`src/rtl/sdram_arb_pkg.sv`:
```
// Shared types for the sdram round-robin arbiter: FSM state encoding and
// the grant/pointer width helper.
package sdram_arb_pkg;

  typedef enum logic [1:0] {
    IDLE  = 2'd0,
    ISSUE = 2'd1,
    WAIT  = 2'd2,
    DRAIN = 2'd3
  } state_t;

  // Grant/pointer width for a given client count; never narrower than one bit.
  function automatic int gw_of(input int ncli);
    return (ncli > 2) ? $clog2(ncli) : 1;
  endfunction

endpackage

```
`src/rtl/sdram_rr_arbiter_rr_pick.sv`:
```
// Combinational round-robin picker: first pending client at or above
// rr_ptr, wrapping explicitly at NCLI (no power-of-two assumption).
module rr_pick
  import sdram_arb_pkg::*;
#(
  parameter int NCLI = 4,
  parameter int GW   = gw_of(NCLI)
) (
  input  logic [NCLI-1:0] pend,
  input  logic [GW-1:0]   rr_ptr,
  output logic [GW-1:0]   g,
  output logic            any
);

  logic [GW:0] w_idx;

  // Scan from farthest to nearest so the nearest pending client is written last.
  always_comb begin
    any   = |pend;
    g     = '0;
    w_idx = '0;
    for (int k = NCLI - 1; k >= 0; k--) begin
      w_idx = {1'b0, rr_ptr} + (GW + 1)'(k);
      if (w_idx >= (GW + 1)'(NCLI)) begin
        w_idx = w_idx - (GW + 1)'(NCLI);
      end
      if (pend[w_idx[GW-1:0]]) begin
        g = w_idx[GW-1:0];
      end
    end
  end

endmodule

```
`src/rtl/sdram_rr_arbiter.sv`:
```
// Round-robin arbiter sharing one toggle-handshake sdram port among NCLI
// clients; m_req parity is kept in step with the controller across resets.
module sdram_rr_arbiter
  import sdram_arb_pkg::*;
#(
  parameter int NCLI = 4,
  parameter int AW   = 24,
  parameter int DW   = 16
) (
  input  logic                 clk,
  input  logic                 reset,
  input  logic [NCLI*AW-1:0]   cli_addr,
  input  logic [NCLI-1:0]      cli_wrl,
  input  logic [NCLI-1:0]      cli_wrh,
  input  logic [NCLI*DW-1:0]   cli_din,
  input  logic [NCLI-1:0]      cli_req,
  output logic [NCLI-1:0]      cli_ack,
  output logic [NCLI*DW-1:0]   cli_dout,
  output logic [AW-1:0]        m_addr,
  output logic                 m_wrl,
  output logic                 m_wrh,
  output logic [DW-1:0]        m_din,
  output logic                 m_req,
  input  logic                 m_ack,
  input  logic [DW-1:0]        m_dout,
  output logic                 busy,
  output state_t               dbg_state
);

  localparam int GW = gw_of(NCLI);

  // Handshake: a client request is pending while cli_req[i] != cli_ack[i];
  // the master transaction is outstanding while m_req != m_ack.
  state_t                    r_state;
  state_t                    w_state_nxt;
  logic                      r_m_req;
  logic [AW-1:0]             r_m_addr;
  logic [DW-1:0]             r_m_din;
  logic                      r_m_wrl;
  logic                      r_m_wrh;
  logic [GW-1:0]             r_g;
  logic [GW-1:0]             r_rr_ptr;
  logic [NCLI-1:0]           r_cli_ack;
  logic [NCLI-1:0][DW-1:0]   r_cli_dout;

  logic [NCLI-1:0]           w_pend;
  logic [GW-1:0]             w_grant;
  logic                      w_any;
  logic                      w_match;
  logic [AW-1:0]             w_sel_addr;
  logic [DW-1:0]             w_sel_din;
  logic                      w_sel_wrl;
  logic                      w_sel_wrh;

  assign w_pend  = cli_req ^ r_cli_ack;
  assign w_match = (m_ack == r_m_req);

  rr_pick #(
    .NCLI (NCLI),
    .GW   (GW)
  ) u_pick (
    .pend   (w_pend),
    .rr_ptr (r_rr_ptr),
    .g      (w_grant),
    .any    (w_any)
  );

  always_comb begin
    w_sel_addr = '0;
    w_sel_din  = '0;
    w_sel_wrl  = 1'b0;
    w_sel_wrh  = 1'b0;
    for (int i = 0; i < NCLI; i++) begin
      if (w_grant == GW'(i)) begin
        w_sel_addr = cli_addr[i*AW +: AW];
        w_sel_din  = cli_din[i*DW +: DW];
        w_sel_wrl  = cli_wrl[i];
        w_sel_wrh  = cli_wrh[i];
      end
    end
  end

  // Reset never abandons a toggle already issued to the controller.
  always_comb begin
    w_state_nxt = r_state;
    case (r_state)
      IDLE:    if (!reset && w_any) w_state_nxt = ISSUE;
      ISSUE:   w_state_nxt = reset ? DRAIN : WAIT;
      WAIT: begin
        if (reset)        w_state_nxt = DRAIN;
        else if (w_match) w_state_nxt = IDLE;
      end
      DRAIN:   if (w_match) w_state_nxt = IDLE;
      default: w_state_nxt = IDLE;
    endcase
  end

  always_ff @(posedge clk) begin
    r_state <= w_state_nxt;
  end

  // Not reset: the controller keeps its own ack parity through our reset.
  always_ff @(posedge clk) begin
    if (r_state == ISSUE) begin
      r_m_req <= ~r_m_req;
    end
  end

  always_ff @(posedge clk) begin
    if (reset) begin
      r_m_addr   <= '0;
      r_m_din    <= '0;
      r_m_wrl    <= 1'b0;
      r_m_wrh    <= 1'b0;
      r_g        <= '0;
      r_rr_ptr   <= '0;
      r_cli_ack  <= '0;
      r_cli_dout <= '0;
    end else begin
      case (r_state)
        IDLE: begin
          if (w_any) begin
            r_m_addr <= w_sel_addr;
            r_m_din  <= w_sel_din;
            r_m_wrl  <= w_sel_wrl;
            r_m_wrh  <= w_sel_wrh;
            r_g      <= w_grant;
          end
        end
        WAIT: begin
          if (w_match) begin
            if (!(r_m_wrl || r_m_wrh)) begin
              r_cli_dout[r_g] <= m_dout;
            end
            r_cli_ack[r_g] <= ~r_cli_ack[r_g];
            r_rr_ptr       <= (r_g == GW'(NCLI - 1)) ? '0 : r_g + 1'b1;
          end
        end
        default: ;
      endcase
    end
  end

  assign m_addr    = r_m_addr;
  assign m_din     = r_m_din;
  assign m_wrl     = r_m_wrl;
  assign m_wrh     = r_m_wrh;
  assign m_req     = r_m_req;
  assign cli_ack   = r_cli_ack;
  assign cli_dout  = r_cli_dout;
  assign busy      = (r_state != IDLE);
  assign dbg_state = r_state;

endmodule
```
`config.mk`:
```
export PLATFORM = sky130hd
export DESIGN_NAME = sdram_rr_arbiter
export DESIGN_NICKNAME = d
export VERILOG_FILES = /design/src/rtl/sdram_arb_pkg.sv /design/src/rtl/sdram_rr_arbiter_rr_pick.sv /design/src/rtl/sdram_rr_arbiter.sv
export SDC_FILE = /design/constraint.sdc
export NUM_CORES = 1
export LEC_CHECK = 0
export BUFFER_PORTS_ARGS = -buffer_cell sky130_fd_sc_hd__buf_2
export CAP_MARGIN = 20
export CORE_AREA = 2 2 118 120
export CTS_CLUSTER_SIZE = 10
export DETAILED_ROUTE_END_ITERATION = 10
export DIE_AREA = 0 0 120 122
export GPL_TIMING_DRIVEN = 0
export PLACE_DENSITY = 0.79
export SETUP_SLACK_MARGIN = 0.2
export SLEW_MARGIN = 25
export SYNTH_ARGS = -nofsm -noshare
export SYNTH_HDL_FRONTEND = slang
export SYNTH_SLANG_ARGS = --single-unit
```
`constraint.sdc`:
```
create_clock -name clk -period 2.2 [get_ports clk]
set_input_delay 0.33 -clock clk [delete_from_list [all_inputs] [get_ports clk]]
set_output_delay 0.33 -clock clk [all_outputs]
set_load 0.05 [all_outputs]
```
; After elaboration in Yosys (flattened, before gate mapping)
; Cells that the tools add are included.
[word_totals]
register_bits = 117
inputBits = 191
output_inout_bits = 114
wordCells = 101
[op_classes]
n_addsub = 8
order_cmp = 10
eq_ne = 9
n_mux = 46
n_bitwise = 4
reduce_logical = 11
[ops]
columns = op, count
row1 = $mux 24, 4
row2 = $mux 16, 5
row3 = $bwmux 64, 1
row4 = $demux 16 s2, 1
row5 = $mux 2, 12
row6 = $lt 2x3->1 const B, 5
row7 = $mux 1, 15
row8 = $bmux 1 s2, 5
row9 = $eq 2x2->1 const B, 5
row10 = $ge 3x3->1 const B, 3
row11 = $pmux 2 s4, 1
row12 = $sub 2x1->2 const B, 4
row13 = $add 2x2->3 const B, 2
row14 = $bwmux 4, 1
row15 = $eq 2x1->1 const B, 2
row16 = $logic_not 2->1, 2
row17 = $reduce_and 2->1, 2
row18 = $reduce_or 4->1, 1
row19 = $xor 4x4->4, 1
row20 = $add 2x1->3 const B, 1
row21 = $ge 2x3->1 const B, 1
row22 = $not 1->1, 3
row23 = $reduce_and 3->1, 1
row24 = $add 2x1->2 const B, 1
row25 = 8 further kinds, 9

; Logic depth before layout (Yosys ltp)
[logic_depth]
word_depth = 14
depth_mapped = 8
depth_no_buf = 5

; Modules after synthesis
; A second synthesis with hierarchy kept.
[unflattened]
cells_unflattened = 449
area_unflattened_um2 = 5496.5
[modules_own_cells]
columns = mod, instances, cells_per_inst, area_per_inst_um2, seq_area_each_um2
row1 = sdram_rr_arbiter, 1, 436, 5418.9, 2372.3
row2 = rr_pick, 1, 13, 77.6, 0.0

; Worst setup path after synthesis
; No wires, ideal clock.
[synth_path]
path_kind = reg2reg
start = register r_cli_ack[2] (netlist: cli_ack[2])
end = register r_m_addr[13] (netlist: m_addr[13])
setup_ns = 0.130
arrival_time_ns = 2.059
required_ns = 2.070
path_slack_ns = 0.011
stages_incl_launch_ff = 8
path_buffers = 2
synth_period_minus_slack_ns = 2.189
cell_sequence = dfxtp_1 -> xnor2_1 -> o221ai_2 -> a21o_1 -> buf_4 -> buf_6 -> a221oi_2 -> o31ai_1
[synth_via]
elab_chain_cells = 12
word_cells_on_any_way = 23
cone_classes = 3 x eq/ne / 16 x mux / 1 x bitwise / 3 x reduce/logical
[synth_lines]
columns = item, line_no
row1 = start: declaration, sdram_rr_arbiter.sv:43  ; logic [NCLI-1:0] r_cli_ack;
row2 = start signal: indexed assignment, sdram_rr_arbiter.sv:135  ; r_cli_ack[r_g] <= ~r_cli_ack[r_g];
row3 = $xor 4x4->4 *, sdram_rr_arbiter.sv:55  ; assign w_pend = cli_req ^ r_cli_ack;
row4 = $bmux 1 s2, sdram_rr_arbiter_rr_pick.sv:27  ; if (pend[w_idx[GW-1:0]]) begin
row5 = $mux 1 (not written as such), sdram_rr_arbiter_rr_pick.sv:27
row6 = $mux 2 (4 in a row), sdram_rr_arbiter_rr_pick.sv:27
row7 = $logic_not 2->1, sdram_rr_arbiter.sv:74  ; if (w_grant == GW'(i)) begin
row8 = $mux 24 (4 in a row), sdram_rr_arbiter.sv:74
row9 = end signal: assignment, sdram_rr_arbiter.sv:123  ; r_m_addr <= w_sel_addr;
row10 = end: declaration, sdram_rr_arbiter.sv:37  ; logic [AW-1:0] r_m_addr;
; Every way passes the cells marked *; elsewhere a longest branch is shown, timed or not. The select of a mux whose other input is x is not followed.
; A chain may end at the register's enable or synchronous reset.

; Worst setup path in the final report
[layout_path]
start = register r_cli_ack[1] (netlist: cli_ack[1])
end = register r_m_addr[4] (netlist: m_addr[4])
; Same word-level chain as after synthesis.

==> reports/metrics.csv <==
stage;metric;value;unit
outcome;status;completed;
setup_path;cp.arrival;2.35;ns
floorplanning;start_util;44.6;%
sta;relSlewSlack;61.3;%
routing;route.antenna.remaining_nets;0;
layout;fin_util;69.3;%
routing;drc_errors;0;
setup_path;crit_family;compound AO/OA/AOI/OAI gates;
setup_path;crit_slowest_cell;dfxtp_4;
floorplanning;fp-row-count;43;
pwr;pwr_density_cell;1100;nW/um2
cts;cts_hold_buf;0;
sta;fin_crit_sh;93.2;%
layout;diodes;0;
routing;dr.pass1.iters;5;
placed_design;port_buffers;304;
cts;root_buffer;clkbuf_16;
synthesis;synth_top_area_share;37.9;%
synthesis;syn_area_per_cell;8.07;um2
sta;post-route-min-period;2.05;ns
synthesis;synth_area;6030;um2
sta;holdWs;0.209;ns
routing;drtIter0Drc;553;
synthesis;synth_warnings;0;
synthesis;synthArstFlopShare;0;%
cts;cts_sinks;117;
cts;clockBufferDepth;2;
placed_design;hpwl;17.4;mm
routing;vias_per_cell;5.68;
sta;hold_violations;0;
routing;wl_per_cell;18.7;um
routing;vias;7264;
global_routing;grt_pass1_vias;6622;
global_routing;grt_pass1_wl;34.5;mm
sta;slew_violations;0;
setup_path;critPathBufInv;1;
setup_path;cp_data_required_time;2.49;ns
setup_path;worstSetupEndpointType;register;
cts;cts_buffers;17;
floorplanning;die_h;122;um
cts;clock_latency;0.42;ns
sta;setup_tns;0;ns
synthesis;yosys.area.top_type;dfxtp_1;
job;max_cap_viol_count;0;
setup_path;start_kind;register;
sta;fmax;487;MHz
global_routing;gr-total-overflow;0;
setup_path;worstPathMaxFanout;10;
synthesis;synthFlopType;dfxtp_1;
placed_design;gp_routability_congestion;0.933;
global_routing;grt_max_degree;17;
layout;syn_to_final_growth;55.2;%
synthesis;synth_edf_count;3;
synthesis;ys_seq_area_share;39.4;%
sta;grt_setup_unrepaired;yes;
pwr;leakagePower;4.04;nW
synthesis;ys_ff_latch;117;
synthesis;syn_nets;942;
setup_path;cp_slowest_stage_delay;0.40;ns
cts;tritoncts;yes;
floorplanning;io_pins;305;
setup_path;path_cells;xor2_4, o221ai_4, a21o_1, buf_2, a221oi_1, o31ai_1;
layout;fillers;1113;
worst_hold_path;min_path_type;primary input to register;
synthesis;synth_cells;747;
sta;clock_skew;0.00718;ns
pwr;ir_drop;0.508;mV
synthesis;yosys-top-cells-area;dfxtp_1 38%, a211oi_1 11%, nand2_1 7.1%;
sta;tightest_slew;0.578;ns
layout;drive_above_1_share;46.3;%
sta;setup_viol;0;
floorplanning;fp.coreArea;13500;um2
layout;nets;1282;
routing;routed_wl;23.9;mm
global_routing;grt_usage;30.2;%
synthesis;ys_types;34;
cts;htreeDepth;4;
setup_path;critical_path_class;register to register;
floorplanning;dieArea;14600;um2
cts;clk_pin_slew_worst_paths;0.06;ns
floorplanning;die_w;120;um
global_routing;antenna_found_initial;0;
==> stage by stage <==
stage	instance area, um2	total power [W]	setup WS [ns]	std cells
after floorplan	6050	0.00555	0.202	747
after global placement	7800	0.00662	-0.183	1231
after detailed placement	7800	0.00666	-0.194	1231
after CTS	8730	0.00963	0.175	1268
final	9350	0.0103	0.149	1279
after global routing	9350	0.0107	0.0508	1279
==> routing by layer <==
layer	part of all wire, %	track usage [%]	routed length (um)
met5	0	0	0
met4	3.9	14.0	928
met3	9.4	8.01	2250
met2	48	47.7	11500
met1	39	38.5	9220
==> sequential cells by signal (all words and copies together), names as in the netlist <==
register	cells
m_din	16
dbg_state	2
r_g	2
m_wrl	1
cli_ack	4
r_rr_ptr	2
m_req	1
m_wrh	1
cli_dout	64
m_addr	24
==> synthesized netlist by cell type (2+ instances only) <==
library cell  number
a211oi_1          85
a21oi_1           73
a221oi_1          32
a221oi_2          10
a311oi_1           4
buf_2             30
buf_4              2
clkbuf_1          42
dfxtp_1          114
edfxtp_1           3
ha_1               4
inv_1             49
nand2_1          114
nand2b_1           2
nand3_1           64
nor2_1             8
nor2b_1           44
nor4_1             2
o21ai_0            4
o221ai_2           2
o31ai_1           42
xnor2_1            2
xor2_1             3
xor2_2             2
==> kinds of logic (layout without fill, tap and decap cells) <==
logic type / count (synthesis) / after routing / synth area share (%)
mux: 3 / 3 / 0.727
compound gates: 256 / 256 / 31.1
buf+inv: 125 / 477 / 8.66
simple gates: 235 / 235 / 18.0
fa+ha+maj: 4 / 4 / 0.831
xor+xnor: 7 / 7 / 1.27
flops: 117 / 117 / 39.4
==> layout by cell type, fill, tap and decap left out, types with 4 or more instances in the layout <==
cell type,count
buf_2,320
nand2_1,111
dfxtp_1,110
a21oi_1,72
nand3_1,64
inv_1,48
nor2b_1,44
a211oi_2,43
o31ai_1,41
a211oi_1,38
buf_4,29
clkbuf_16,18
clkbuf_1,17
a221oi_1,16
clkbuf_2,15
a221oi_2,14
a221oi_4,12
buf_6,7
nor2_1,6
o21ai_0,4
a211oi_4,4
buf_12,4
a311oi_1,4
ha_1,4
clkinv_4,4
inv_6,4
==> what timing repair did <==
action	CTS	global route
setup buffers	6	10
endpoints found under the setup margin	103	103
gates resized for setup	58	153
pin swaps	6	20
cloned	0	1
==> final timing paths <==
path	startpoint	to	slack, ns	cells past startpoint
min reg2reg	m_din[13]$_SDFFE_PP0P_	m_din[13]$_SDFFE_PP0P_	0.44	2
max	cli_ack[1]$_SDFFE_PP0P_	m_addr[4]$_SDFFE_PP0P_	0.15	6
max reg2reg	cli_ack[1]$_SDFFE_PP0P_	m_addr[4]$_SDFFE_PP0P_	0.15	6
min	m_dout[15]	cli_dout[47]$_SDFFE_PP0P_	0.21	3
==> where the power goes <==
group | switching (W) | total (W) | leakage, nW | internal (W)
clock network | 0.00106 | 0.00272 | 0.282 | 0.00166
registers | 0.000253 | 0.00273 | 0.956 | 0.00247
logic | 0.00325 | 0.00484 | 2.80 | 0.00159
==> worst reg2reg max path, cell delays in order (launching register included) <==
cell and delay (ns):
dfxtp_4 0.40, xor2_4 0.29, o221ai_4 0.23, a21o_1 0.28, buf_2 0.23, a221oi_1 0.39, o31ai_1 0.12
==> layout make-up <==
cell class	count	area [um2]	area share, %
multi-input combinational	505	3810	40.8
sequential	117	2380	25.5
timing repair buffer	321	1660	17.7
buffer	76	499	5.34
clock buffer	19	464	4.96
tap	180	225	2.41
inverter	49	186	1.99
clock inverter	12	120	1.28
No activity file was read; power rests on OpenSTA's default activity.
